$ cat config.mk
export PLATFORM = sky130hd
export DESIGN_NAME = serial_regfile_seq
export DESIGN_NICKNAME = d
export VERILOG_FILES = /design/src/rtl/serial_regfile_seq_pkg.sv /design/src/rtl/serial_regfile_seq_port.sv /design/src/rtl/serial_regfile_seq.sv
export SDC_FILE = /design/constraint.sdc
export NUM_CORES = 1
export LEC_CHECK = 0
export CAP_MARGIN = 0
export CELL_PAD_IN_SITES_DETAIL_PLACEMENT = 0
export CELL_PAD_IN_SITES_GLOBAL_PLACEMENT = 1
export CORE_ASPECT_RATIO = 1.4
export CORE_MARGIN = 8
export CORE_UTILIZATION = 45
export DETAILED_ROUTE_END_ITERATION = 16
export PLACE_DENSITY = 0.84
export SYNTH_ARGS = -nofsm -noshare
export SYNTH_HDL_FRONTEND = slang
export SYNTH_SLANG_ARGS = --single-unit
$ cat constraint.sdc
create_clock -name clk -period 6.6 [get_ports clk]
set_input_delay 1.65 -clock clk [delete_from_list [all_inputs] [get_ports clk]]
set_output_delay 1.65 -clock clk [all_outputs]
set_load 0.005 [all_outputs]
$ cat src/rtl/serial_regfile_seq_pkg.sv
// Shared types and parameter helpers for the bit-serial register file.
package serial_regfile_seq_pkg;

  typedef enum logic {ST_IDLE = 1'b0, ST_SCAN = 1'b1} port_state_e;

  function automatic int nbeats(input int reg_bits, input int nshift);
    return reg_bits / nshift;
  endfunction

  function automatic int cnt_w(input int reg_bits, input int nshift);
    return $clog2(reg_bits / nshift);
  endfunction

  function automatic bit params_ok(input int reg_bits, input int nshift, input int nports);
    return (nshift > 0) && (reg_bits % nshift == 0) && (reg_bits / nshift >= 2) &&
           (nports >= 1) && (nports <= 4);
  endfunction

endpackage

$ cat src/rtl/serial_regfile_seq_port.sv
// One scan-port sequencer: accepts a start, then walks NBEATS beats over the latched register.
module serial_scan_port
  import serial_regfile_seq_pkg::*;
#(
  parameter int LOG2_NR = 3,
  parameter int NBEATS  = 8,
  parameter int CW      = 3
) (
  input  logic               clk_i,
  input  logic               rst_i,
  input  logic               start_i,
  input  logic [LOG2_NR-1:0] index_i,
  input  logic               write_en_i,
  input  logic               lock_i,
  output logic               ready_o,
  output logic               busy_o,
  output logic               last_o,
  output logic [CW-1:0]      bit_index_o,
  output logic [LOG2_NR-1:0] index_o,
  output logic               write_en_o
);

  port_state_e        state_q, state_d;
  logic [CW-1:0]      cnt_q, cnt_d;
  logic [LOG2_NR-1:0] idx_q, idx_d;
  logic               we_q, we_d;
  logic               busy, last, ready, accept;

  always_ff @(posedge clk_i or posedge rst_i) begin
    if (rst_i) begin
      state_q <= ST_IDLE;
      cnt_q   <= '0;
      idx_q   <= '0;
      we_q    <= 1'b0;
    end else begin
      state_q <= state_d;
      cnt_q   <= cnt_d;
      idx_q   <= idx_d;
      we_q    <= we_d;
    end
  end

  // A start during the last beat re-enters SCAN directly, giving gapless back-to-back scans.
  always_comb begin
    state_d = state_q;
    cnt_d   = cnt_q;
    idx_d   = idx_q;
    we_d    = we_q;
    busy    = (state_q == ST_SCAN);
    last    = busy && (cnt_q == CW'(NBEATS - 1));
    ready   = (!busy || last) && !lock_i;
    accept  = start_i && ready;
    if (accept) begin
      state_d = ST_SCAN;
      cnt_d   = '0;
      idx_d   = index_i;
      we_d    = write_en_i;
    end else if (last) begin
      state_d = ST_IDLE;
      cnt_d   = '0;
    end else if (busy) begin
      cnt_d = cnt_q + CW'(1);
    end
  end

  assign ready_o     = ready;
  assign busy_o      = busy;
  assign last_o      = last;
  assign bit_index_o = cnt_q;
  assign index_o     = idx_q;
  assign write_en_o  = we_q;

endmodule

$ cat src/rtl/serial_regfile_seq.sv
// Bit-serial register file: storage, lock network between ports, per-port shift datapath, peek mux.
module serial_regfile_seq
  import serial_regfile_seq_pkg::*;
#(
  parameter int                   LOG2_NR     = 3,
  parameter int                   REG_BITS    = 16,
  parameter int                   NSHIFT      = 2,
  parameter int                   NPORTS      = 2,
  parameter logic [REG_BITS-1:0]  RESET_VALUE = '0
) (
  input  logic                                               clk,
  input  logic                                               reset,
  input  logic [NPORTS-1:0]                                  start,
  input  logic [NPORTS-1:0][LOG2_NR-1:0]                     index,
  input  logic [NPORTS-1:0]                                  write_en,
  input  logic [NPORTS-1:0][NSHIFT-1:0]                      scan_in,
  output logic [NPORTS-1:0]                                  ready,
  output logic [NPORTS-1:0]                                  busy,
  output logic [NPORTS-1:0]                                  last,
  output logic [NPORTS-1:0][cnt_w(REG_BITS, NSHIFT)-1:0]     bit_index,
  output logic [NPORTS-1:0][NSHIFT-1:0]                      scan_out,
  input  logic [LOG2_NR-1:0]                                 peek_index,
  output logic [REG_BITS-1:0]                                peek_data
);

  localparam int NR     = 2 ** LOG2_NR;
  localparam int NBEATS = nbeats(REG_BITS, NSHIFT);
  localparam int CW     = cnt_w(REG_BITS, NSHIFT);

  if (!params_ok(REG_BITS, NSHIFT, NPORTS)) begin : g_bad_params
    $error("serial_regfile_seq: illegal REG_BITS/NSHIFT/NPORTS combination");
  end

  logic [NR-1:0][REG_BITS-1:0]   regs_q, regs_d;
  logic [NPORTS-1:0]             lock, we_l;
  logic [NPORTS-1:0][LOG2_NR-1:0] idx_l;

  for (genvar p = 0; p < NPORTS; p++) begin : g_port
    serial_scan_port #(.LOG2_NR(LOG2_NR), .NBEATS(NBEATS), .CW(CW)) u_port (
      .clk_i      (clk),
      .rst_i      (reset),
      .start_i    (start[p]),
      .index_i    (index[p]),
      .write_en_i (write_en[p]),
      .lock_i     (lock[p]),
      .ready_o    (ready[p]),
      .busy_o     (busy[p]),
      .last_o     (last[p]),
      .bit_index_o(bit_index[p]),
      .index_o    (idx_l[p]),
      .write_en_o (we_l[p])
    );
  end

  // Accepts are resolved in port order so a lower port's win is visible when locking higher ports.
  always_comb begin
    logic [NPORTS-1:0] acc;
    acc  = '0;
    lock = '0;
    for (int p = 0; p < NPORTS; p++) begin
      for (int q = 0; q < NPORTS; q++) begin
        if (q != p && busy[q] && !last[q] && idx_l[q] == index[p]) lock[p] = 1'b1;
        if (q < p && acc[q] && index[q] == index[p]) lock[p] = 1'b1;
      end
      acc[p] = start[p] && (!busy[p] || last[p]) && !lock[p];
    end
  end

  // The lock guarantees at most one busy port per register, so the writes never overlap.
  always_comb begin
    regs_d   = regs_q;
    scan_out = '0;
    for (int p = 0; p < NPORTS; p++) begin
      if (busy[p]) begin
        scan_out[p]      = regs_q[idx_l[p]][NSHIFT-1:0];
        regs_d[idx_l[p]] = {(we_l[p] ? scan_in[p] : regs_q[idx_l[p]][NSHIFT-1:0]),
                            regs_q[idx_l[p]][REG_BITS-1:NSHIFT]};
      end
    end
  end

  always_ff @(posedge clk or posedge reset) begin
    if (reset) regs_q <= {NR{RESET_VALUE}};
    else       regs_q <= regs_d;
  end

  assign peek_data = regs_q[peek_index];

endmodule

==> results of run 1 <==
==> cell families after synthesis <==
logic type | Yosys count | share of synthesized area [%]
simple gates | 234 | 14.9
compound gates | 197 | 12.5
mux | 181 | 29.7
flops | 144 | 36.9
buf+inv | 100 | 4.74
xor+xnor | 9 | 0.807
fa+ha+maj | 4 | 0.512
==> power groups by stage <==
stage                     sequential (mW)  clock, mW  combinational [mW]
after global placement               2.00          0                3.64
after floorplan                      1.63          0                2.90
after global routing                 2.10      0.997                4.05
after CTS                            2.02      0.956                3.73
final                                2.06      0.952                3.78
after detailed placement             2.03          0                3.71
==> placed cells by master (no fill, tap or decap), types with 14 or more instances in the layout <==
cell | netlist | layout
dfrtp_1 | 144 | 140
a21oi_1 | 100 | 100
mux4_2 | 77 | 77
and3_1 | 57 | 57
clkdlybuf4s50_1 | 0 | 48
a211oi_1 | 46 | 46
mux2i_1 | 46 | 46
nand2_1 | 39 | 39
nand4_1 | 29 | 29
mux2_1 | 24 | 24
nor2b_1 | 20 | 20
nor3_1 | 19 | 17
clkbuf_16 | 0 | 17
mux2_2 | 16 | 16
o21ai_1 | 16 | 16
buf_4 | 13 | 16
and4b_1 | 14 | 14
nor4bb_1 | 14 | 14
mux2i_2 | 14 | 14
a21boi_0 | 14 | 14
==> layer usage <==
layer | up-vias | GRT usage, % | part of all wire (%)
met5 | - | 0 | 0
met4 | 0 | 13.6 | 5.0
met3 | 145 | 6.79 | 11
met2 | 640 | 38.3 | 47
met1 | 4054 | 30.1 | 37
li1 | 3351 | - | -
==> area by class of cell <==
class	count	area, sq um
Clock buffer	26	479
Fill cell	1901	10700
Timing Repair Buffer	67	631
Clock inverter	6	82.6
Tap cell	264	330
Inverter	5	23.8
Multi-Input combinational cell	625	5730
Sequential cell	144	3610
==> flip-flops by register name, summed over array words and instances (netlist names) <==
| signal | cells |
|---|---|
| g_port.u_port.bit_index_o | 6 |
| regs_q | 128 |
| g_port.u_port.index_o | 6 |
| g_port.u_port.busy_o | 2 |
| g_port.u_port.write_en_o | 2 |
==> through the flow <==
stage	utilization, %	worst slack [ps]	cells	hold WS (ps)
2_1_floorplan	-	1080	869	495
3_3_place_gp	47.8	1250	1105	492
3_5_place_dp	47.8	1230	1105	498
4_1_cts	50.4	1220	1137	505
5_1_grt	50.4	1150	1137	538
6_report	50.4	1250	1137	503
==> final timing paths <==
kind / start / to / slack [ps]
min in group asynchronous: reset / regs_q[67] / 1780
worst min-delay path: g_port[0].u_port.bit_index_o[0] / g_port[0].u_port.bit_index_o[0] / 500
worst max-delay path: peek_index[0] / peek_data[6] / 1250
max in group asynchronous: reset / regs_q[38] / 3570
worst max register to register: g_port[0].u_port.index_o[2] / regs_q[79] / 2920
worst min register to register: g_port[0].u_port.bit_index_o[0] / g_port[0].u_port.bit_index_o[0] / 500
==> critical path, stage by stage <==
cell and delay [ps]:
buf_2 470, buf_12 280, mux4_2 520, mux2_2 310, clkdlybuf4s50_1 450
==> flow_metrics.tcl, run 1 <==
set metrics [dict create \
    status "finished clean" \
    cts_tree "built" \
    drt_iter0_drc 943 \
    p_sw_share_pct 45.5 \
    avgRoutedWirePerCell_microns 28.4 \
    critPathLaunchType "input port" \
    drv_cap 0 \
    portBuffers 50 \
    nNetsFinal 883 \
    p_switching_mw 3.09 \
    internal_power_mw 3.70 \
    ys_ff_latch 144 \
    vdd_ir_drop_max_uv 297 \
    areaGrowthSynthToFinish_pct 11.4 \
    max_slew.worst_pin.slew_ps 1220 \
    synth_area_leaders "dfrtp_1 (37%), mux4_2 (18%), a21oi_1 (5.1%), mux2i_1 (4.7%), and3_1 (3.6%)" \
    slew_headroom_pct 18.7 \
    netlist_area_sq_um 9770 \
    antenna_found_initial 0 \
    clkLatencyLatePin_ps 430 \
    path_clk_slew_ps 60 \
    die_x_microns 141 \
    comb_power_share_pct 55.7 \
    required_ps 4950 \
    syn_inst 869 \
    synth_top_cell_by_area "dfrtp_1" \
    fin_area_sq_um 10900 \
    routed-via-count 8190 \
    setup_violations 0 \
    dpl_cell_area_sq_um 10300 \
    cts_buffers 17 \
    powerDensity_nw_per_um2 624 \
    cts.path.max_buffers 2 \
    p_leak_nw 4.66 \
    io_pins 51 \
    synth_top_area_share_pct 36.9 \
    grt.overflow.total 0 \
    period_share_pct 81.0 \
    synth_cell_types 60 \
    synth_common_cells "dfrtp_1 (144), a21oi_1 (100), mux4_2 (77), and3_1 (57), clkbuf_1 (52)" \
    core_sq_um 21600 \
    power_frac_seq_pct 30.3 \
    hold_depth 1 \
    track_usage_pct 24.4 \
    dieArea_sq_um 26800 \
    critPathCaptureType "output pin" \
    dr.pass1.iters 8 \
    async_flop_share_pct 100 \
    fp.dieH_microns 190 \
    detail-route-antenna-nets 0 \
    cts-root-buf "clkbuf_16" \
    cts.sinks 144 \
    cts-htree-levels 4 \
    wirelength_microns 32300 \
    syn_nets 892 \
    ys.flop_type "dfrtp_1" \
    drc_errors 0 \
    fp-row-count 64 \
    grt_max_degree 96 \
    clock.fmax_ghz 0.187 \
    place_congestion 0.843 \
    diodes 0 \
    worst_r2r_path_depth 4 \
    drive_above_1_share_pct 20.0 \
    hold_viol_final 0 \
    synth.most_common_cell "dfrtp_1" \
    arrival_ps 3700 \
    min_path_type "register to register" \
    post_cts_resized 0 \
    period_needed_ps 5350 \
    ys_seq_area_share_pct 36.9 \
    grt_pass1_wl_microns 49700 \
    grt_pass1_vias 8250 \
    initial_core_util_pct 45.2 \
    crit_type "input port to output pin" \
    rsz0062_at_grt "false" \
    dp_hpwl_microns 19200 \
    slew_violations 0 \
    syn_area_per_cell_sq_um 11.2 \
    p_total_mw 6.79 \
    critical_path.max_fanout 18 \
    vias_per_cell 7.20 \
    yosys_warnings 0 \
    setup_tns_ps 0 \
    hold_buffers 0 \
    synth_edf_count 0 \
    clock_skew_ps 12.6 \
    clkPwrFrac_pct 14.0 \
    cts_setup_buffers 0 \
]
Note: power is estimated with default switching activity, not from simulation.
==> inputs of run 2 (changes only) <==
--- a/config.mk
+++ b/config.mk
@@ -12,7 +12,7 @@
 export CORE_MARGIN = 8
 export CORE_UTILIZATION = 45
 export DETAILED_ROUTE_END_ITERATION = 16
-export PLACE_DENSITY = 0.84
+export PLACE_DENSITY = 0.87
 export SYNTH_ARGS = -nofsm -noshare
 export SYNTH_HDL_FRONTEND = slang
 export SYNTH_SLANG_ARGS = --single-unit
==> constraint.sdc (replaced) <==
create_clock -name clk -period 4.8 [get_ports clk]
set_input_delay 1.2 -clock clk [delete_from_list [all_inputs] [get_ports clk]]
set_output_delay 1.2 -clock clk [all_outputs]
set_load 0.005 [all_outputs]
==> run 2 against run 1 <==
Count of clock-buffer cells in the layout shrank 4. Non-clock buffer count is 10 higher. Flip-flop and latch count unchanged. Critical path type unchanged.
==> flow_metrics.tcl, run 2 (synthesis gave the netlist of run 1 again) <==
set metrics [dict create \
    status "finished clean" \
    drt_iter0_drc 964 \
    track_usage_pct 24.3 \
    cts_buffers 17 \
    p_leak_nw 4.75 \
    die_x_microns 141 \
    io_pins 51 \
    final_common_cell "dfrtp_1" \
    clock_skew_ps 10.3 \
    fp.dieH_microns 190 \
    clock.fmax_ghz 0.229 \
    powerDensity_nw_per_um2 853 \
    drive_above_1_share_pct 21.6 \
    required_ps 3600 \
    comb_power_share_pct 55.9 \
    min_path_type "register to register" \
    path_clk_slew_ps 60 \
    avgRoutedWirePerCell_microns 27.9 \
    hold_viol_final 0 \
    grt_pass1_wl_microns 49500 \
    areaGrowthSynthToFinish_pct 13.2 \
    final_core_util_pct 51.1 \
    cts.sinks 144 \
    critPathLaunchType "input port" \
    wirelength_microns 32000 \
    regMostFlops "regs_q" \
    initial_core_util_pct 45.2 \
    slew_violations 0 \
    cts.path.max_buffers 2 \
    slew_headroom_pct 20.3 \
    grt.overflow.total 0 \
    nNetsFinal 893 \
    place_congestion 0.842 \
    cts_setup_buffers 0 \
    diodes 0 \
    internal_power_mw 5.21 \
    setup_tns_ps 0 \
    cts_tree "built" \
    drc_errors 0 \
    drv_cap 0 \
    vias_per_cell 7.16 \
    p_sw_share_pct 44.8 \
    detail-route-antenna-nets 0 \
    core_sq_um 21600 \
    largest_reg_flops 128 \
    critPathCaptureType "output pin" \
    fp-row-count 64 \
    antenna_found_initial 0 \
    crit_type "input port to output pin" \
    clkPwrFrac_pct 15.0 \
    rsz0062_at_grt "false" \
    hold_buffers 0 \
    dp_hpwl_microns 19200 \
    cts-root-buf "clkbuf_16" \
    period_share_pct 91.1 \
    setup_violations 0 \
    max_slew.worst_pin.slew_ps 1190 \
    grt_max_degree 111 \
    cts-htree-levels 4 \
    portBuffers 50 \
    whs_ps 525 \
    arrival_ps 3170 \
    grt_pass1_vias 8270 \
    clkLatencyLatePin_ps 440 \
    dr.pass1.iters 5 \
    routed-via-count 8213 \
    dieArea_sq_um 26800 \
    p_switching_mw 4.22 \
    vdd_ir_drop_max_uv 468 \
    period_needed_ps 4370 \
    mostFrequentLayoutCells "dfrtp_1 (140), a21oi_1 (100), mux4_2 (77)" \
    critical_path.max_fanout 4 \
    power_frac_seq_pct 29.1 \
    post_cts_resized 0 \
]
## run 2: cell types whose count changed in the layout (fill, tap and decap cells not counted), sizes merged
cell | before | now
clkbuf | 26 | 22
clkinv | 4 | 7
clkdlybuf4s50 | 48 | 49
bufinv | 2 | 3
clkinvlp | 1 | 2
buf | 19 | 28
inv | 4 | 3
## run 2: layout make-up
| type | instances | area, sq um |
|---|---|---|
| Tap cell | 264 | 330 |
| Fill cell | 1856 | 10600 |
| Inverter | 5 | 22.5 |
| Clock inverter | 10 | 131 |
| Timing Repair Buffer | 77 | 736 |
| Multi-Input combinational cell | 625 | 5730 |
| Clock buffer | 22 | 494 |
| Sequential cell | 144 | 3610 |
## run 2: final timing paths
| kind | start | end | slack [ps] | cells after the start |
|---|---|---|---|---|
| setup / recovery | index[0] | ready[1] | 430 | 5 |
| hold / removal | g_port[0].u_port.bit_index_o[0] | g_port[0].u_port.bit_index_o[0] | 520 | 1 |
| setup reg to reg | g_port[1].u_port.index_o[0] | regs_q[94] | 1600 | 4 |
| hold reg to reg | g_port[0].u_port.bit_index_o[0] | g_port[0].u_port.bit_index_o[0] | 520 | 1 |
| max in group asynchronous | reset | regs_q[63] | 3020 | 3 |
| min in group asynchronous | reset | regs_q[100] | 1280 | 3 |
## run 2: layer usage
| layer | track usage [%] | wire length [microns] | up-vias | part of all wire (%) |
|---|---|---|---|---|
| met5 | 0 | 0 | - | 0 |
| met4 | 14.0 | 1480 | 0 | 4.6 |
| met3 | 5.69 | 3060 | 135 | 9.6 |
| met2 | 39.4 | 15800 | 577 | 49 |
| met1 | 29.3 | 11700 | 4120 | 37 |
| li1 | - | - | 3381 | - |
## run 2: power groups by stage
stage / registers (mW) / clock network [mW] / logic, mW
2_1_floorplan: 2.24 / 0 / 3.99
3_3_place_gp: 2.69 / 0 / 5.07
3_5_place_dp: 2.71 / 0 / 5.17
4_1_cts: 2.70 / 1.42 / 5.20
5_1_grt: 2.81 / 1.47 / 5.65
6_report: 2.75 / 1.41 / 5.27
## run 2: through the flow
step / power, mW / area (sq um) / worst slack (ps) / instances
after floorplan: 6.23 / 9770 / 1090 / 869
final: 9.43 / 11100 / 428 / 1147
after global routing: 9.94 / 11100 / 348 / 1147
after global placement: 7.76 / 10400 / 461 / 1115
after CTS: 9.32 / 11100 / 426 / 1147
after detailed placement: 7.88 / 10400 / 430 / 1115
## run 2: critical path, cell delays in order
cell             delay (ps)
clkdlybuf4s50_1         480
xor2_1                  190
o41a_1                  530
a31oi_4                 240
clkdlybuf4s50_1         540
